File: config.mk
export PLATFORM = sky130hd
export DESIGN_NAME = shift_ex_stage
export DESIGN_NICKNAME = d
export VERILOG_FILES = /design/src/rtl/shift_ex_stage.sv
export SDC_FILE = /design/constraint.sdc
export NUM_CORES = 1
export LEC_CHECK = 0
export ABC_AREA = 1
export CAP_MARGIN = 20
export CORE_ASPECT_RATIO = 1.25
export CORE_MARGIN = 5
export CORE_UTILIZATION = 48
export CTS_CLUSTER_DIAMETER = 80
export DETAILED_ROUTE_END_ITERATION = 6
export PLACE_DENSITY = 0.77
export SLEW_MARGIN = 25
export SYNTH_ARGS = -nofsm -noshare
export SYNTH_HDL_FRONTEND = slang
export SYNTH_SLANG_ARGS = --single-unit
File: constraint.sdc
create_clock -name clk -period 2.08 [get_ports clk]
set_clock_uncertainty 0.2 [all_clocks]
set_input_delay 0.416 -clock clk [delete_from_list [all_inputs] [get_ports clk]]
set_output_delay 0.416 -clock clk [all_outputs]
set_load 0.01 [all_outputs]
File: src/rtl/shift_ex_stage.sv
// Execute-stage shift unit: SLL/SRL/SRA over a two-stage valid/ready pipeline
// with flush, illegal-op tagging and a retired-operation counter.
module shift_ex_stage #(
  parameter int unsigned CNT_W = 16
) (
  input  logic             clk,
  input  logic             rst,
  input  logic             in_valid,
  output logic             in_ready,
  input  logic [1:0]       in_op,
  input  logic [31:0]      in_a,
  input  logic [31:0]      in_b,
  input  logic [4:0]       in_rd,
  input  logic             flush,
  output logic             out_valid,
  input  logic             out_ready,
  output logic [31:0]      out_result,
  output logic [4:0]       out_rd,
  output logic             out_err,
  output logic [CNT_W-1:0] out_count
);

  localparam int unsigned XLEN = 32;
  localparam int unsigned SHW  = 5;
  localparam int unsigned RDW  = 5;

  typedef enum logic [1:0] {
    OP_SLL = 2'b00,
    OP_SRL = 2'b01,
    OP_ILL = 2'b10,
    OP_SRA = 2'b11
  } op_e;

  typedef struct packed {
    op_e             op;
    logic [XLEN-1:0] a;
    logic [SHW-1:0]  sh;
    logic [RDW-1:0]  rd;
  } s1_op_t;

  logic            s1_valid;
  s1_op_t          s1_q;
  logic            s2_load;
  logic            accept;
  logic            retire;
  logic [XLEN-1:0] s1_result;
  logic            s1_err;
  logic            unused_b_hi;

  // Only the low five bits of the shift source matter on RV32.
  assign unused_b_hi = ^in_b[31:SHW];

  // Handshake glue: S2 refills when empty or draining; S1 refills when empty or moving on.
  always_comb begin
    s2_load  = s1_valid & (~out_valid | out_ready);
    in_ready = ~s1_valid | s2_load;
    accept   = in_valid & in_ready;
    retire   = out_valid & out_ready;
  end

  // Shift datapath evaluated on the S1 operands.
  always_comb begin
    s1_result = '0;
    s1_err    = 1'b0;
    case (s1_q.op)
      OP_SLL:  s1_result = s1_q.a << s1_q.sh;
      OP_SRL:  s1_result = s1_q.a >> s1_q.sh;
      OP_SRA:  s1_result = XLEN'($signed(s1_q.a) >>> s1_q.sh);
      default: s1_err    = 1'b1;
    endcase
  end

  // S1 operand capture; payload needs no reset since s1_valid qualifies it.
  always_ff @(posedge clk) begin
    if (accept) begin
      s1_q.op <= op_e'(in_op);
      s1_q.a  <= in_a;
      s1_q.sh <= in_b[SHW-1:0];
      s1_q.rd <= in_rd;
    end
  end

  // Valid bits, S2 result register and retire counter; flush kills both stages
  // but a handshake completing on the same edge still counts.
  always_ff @(posedge clk) begin
    if (rst) begin
      s1_valid   <= 1'b0;
      out_valid  <= 1'b0;
      out_result <= '0;
      out_rd     <= '0;
      out_err    <= 1'b0;
      out_count  <= '0;
    end else begin
      if (retire) begin
        out_count <= out_count + CNT_W'(1);
      end
      if (flush) begin
        s1_valid  <= 1'b0;
        out_valid <= 1'b0;
      end else begin
        s1_valid  <= accept | (s1_valid & ~s2_load);
        out_valid <= s2_load | (out_valid & ~out_ready);
      end
      if (s2_load) begin
        out_result <= s1_result;
        out_rd     <= s1_q.rd;
        out_err    <= s1_err;
      end
    end
  end

endmodule

==> metrics <==
status finished with violations; failing checks design-rule violations, negative setup slack; commonest non-fill, non-tap cell in the layout nand2_1; LEAKAGE 4.317 nW; TritonCTS clock tree built; Setup Viol. Count Final 26; RSZ-0062 raised after global routing yes; worst-skew pair later-pin latency 370 ps; fin util 70.53%; dpl ws -221.7 ps; Synth Cell Area 0.007128 mm²; initial antenna violation count 0; Reg area 0.002442 mm²; Final Critical Period 2240 ps; Internal Power 3.605 mW; Die ar. 0.01740 mm²; post-DR wirelength/cell 18.87 µm; cells along the critical path buf_12 -> clkbuf_16 -> nand2_4 -> nand2_1 -> o211ai_1 -> nand3_1 -> o211ai_1 -> nand3_1 -> nand2_1 -> inv_1; post-synthesis cell count 1,060; Synth Flop Type dfxtp_1; Critical Path RT 2150 ps; Total Wirelength 26,400 µm; Async S/R FF share, synth 0%; Clk pwr share 30.6%; Avg Synthesized Cell Area 6.725 µm²; gpl congestion 1.026; global-route usage over all layers 26.62%; Die X 119.0 µm; crit start category flop; core area 0.01447 mm²; root buf cell clkbuf_16; largest net degree at the start of global routing 56; Sw Ratio 34.04%; Syn. warnings 0; Slew @ Worst Pin 413.6 ps; die height 146.2 µm; Final Max Tran Viols 0; Cell Rows 49; most frequent cells in the layout nand2_1, nand3_1, clkdlybuf4s50_1, nand3_2, buf_4; NetSw 1.861 mW; Hold WS 266.4 ps; maximum vdd drop 0.3903 mV; Reg power frac 40.2%; slowest stage delay, CP 490 ps; Via-to-Cell Ratio 6.027; Worst Setup End Kind flop; worst r2r path cells 10; EDFF count, synth 44; H-tree levels 3; fillers 1,169; Multi-input gate area 0.004992 mm²; DR iter-0 viols 1,079; power per cell area 535.6 mW/mm²; # IOs 132; Post-Syn Nets 1,137; synthesis-to-layout area growth 43.16%; total vias in the final route 8,432; Final period util 107.7%; Crit Path Max Fanout 8; worst hold stages 2; TritonCTS Buffers 9; Fmax achieved 446.4 MHz; Inserted Diodes 0; Setup Crit Path Kind flop to flop; drt pass-1 iters 7; Initial Utilization 49.26%; grt ovf 0; sequential-to-total area share from yosys stat 34.26%; clock sink total 100; clk slew on worst S/H paths 80 ps; #FFs+latches synth 100; post-synth cell types 43; CP max stage cell edfxtp_1; arrival time at the worst endpoint 2310 ps; dpl hpwl 17,890 µm; Antenna Violating Nets Remaining 0; CTS Buffer Depth 2; number of global-route vias before repair 7,487; share of cells above drive strength 1 29.89%; Comb pwr share 29.2%; max_slew headroom 72.40%; DRC errors left 1; fin nets 1,293; port bufs 104; Max-cap violations 0; global-route wire length before repair 37,960 µm; Hold/Removal Path Class flop to flop; worst setup margin -160.3 ps; Final Hold Vio Count 0
==> per-stage QoR <==
step | instances | cell area, µm² | total power, mW | TNS, ps
2_1_floorplan | 1060 | 7132 | 3.020 | 0
3_3_place_gp | 1373 | 8874 | 3.511 | -3477
3_5_place_dp | 1373 | 8874 | 3.524 | -5202
4_1_cts | 1391 | 9241 | 5.213 | -12.28
5_1_grt | 1399 | 10200 | 5.691 | -4522
6_report | 1399 | 10200 | 5.466 | -2093
==> what timing repair did <==
item	4_1_cts	5_1_grt
gates cloned	1	5
pin swaps	2	55
hold buffers	0	0
resized for setup	13	214
setup endpoints to repair	30	34
setup buffers	1	3
==> Yosys cell counts, types with 10 or more instances <==
library cell	count	area, µm²
nand2_1	316	1186
clkbuf_1	12	45.04
nand3_2	14	140.1
nand3_1	288	1441
o211ai_1	19	142.6
buf_2	33	165.2
nand2_4	10	112.6
a21oi_1	62	310.3
dfxtp_1	56	1121
edfxtp_1	44	1321
inv_1	31	116.4
o21ai_0	24	120.1
nor2_1	55	206.5
==> flip-flops by register name, summed over array words and instances, names as in the netlist <==
name        count
out_rd          5
out_result     32
out_count      16
out_valid       1
s1_q           44
out_err         1
s1_valid        1
==> final timing paths <==
| kind | start | to | slack [ps] |
|---|---|---|---|
| min reg2reg | out_result[12]$_SDFFE_PP0P_ | out_result[12]$_SDFFE_PP0P_ | 270 |
| max reg2reg | s1_q[5]$_DFFE_PP_ | out_result[0]$_SDFFE_PP0P_ | -160 |
| min | out_result[12]$_SDFFE_PP0P_ | out_result[12]$_SDFFE_PP0P_ | 270 |
| max | s1_q[5]$_DFFE_PP_ | out_result[0]$_SDFFE_PP0P_ | -160 |
==> metal layers <==
layer | vias up | routed length (µm) | track usage, %
met2 | 464 | 12600 | 45.04
met4 | 0 | 1634 | 10.78
met5 | - | 0 | 0
met3 | 127 | 1900 | 4.565
li1 | 3962 | - | -
met1 | 3879 | 10260 | 33.56
==> critical path, delay by kind of cell, from the launching register on <==
kind                   cells  cell delay (ps)
AND/OR/NAND/NOR            5              590
AO/OA/AOI/OAI              2              440
buffers and inverters      3              410
flip-flops                 1              490
==> logic make-up (layout without fill, tap and decap cells) <==
| kind of cell | Yosys count | count (layout) | synth area share [%] |
|---|---|---|---|
| AO/OA/AOI/OAI | 134 | 134 | 10.99 |
| XOR/XNOR | 2 | 2 | 0.2458 |
| adder cells (fa/ha/maj) | 1 | 1 | 0.1755 |
| buffers and inverters | 106 | 267 | 7.601 |
| flip-flops | 100 | 100 | 34.26 |
| AND/OR/NAND/NOR | 717 | 717 | 46.73 |
==> power by group through the flow <==
| stage | clock [mW] | sequential, mW | combinational (mW) |
|---|---|---|---|
| after floorplan | 0 | 2.22 | 0.797 |
| after global placement | 0 | 2.22 | 1.29 |
| after detailed placement | 0 | 2.23 | 1.30 |
| after CTS | 1.71 | 2.18 | 1.33 |
| after global routing | 1.79 | 2.21 | 1.70 |
| final | 1.67 | 2.20 | 1.59 |
==> final cells by class <==
| cell class | count | share of cell area [%] |
|---|---|---|
| timing repair buffer | 207 | 19.84 |
| sequential | 100 | 23.93 |
| tap | 178 | 2.182 |
| clock inverter | 7 | 0.6866 |
| timing repair inverter | 3 | 0.4046 |
| clock buffer | 9 | 2.207 |
| multi-input combinational | 854 | 48.92 |
| inverter | 41 | 1.827 |
No activity file was read; power rests on OpenSTA's default activity.
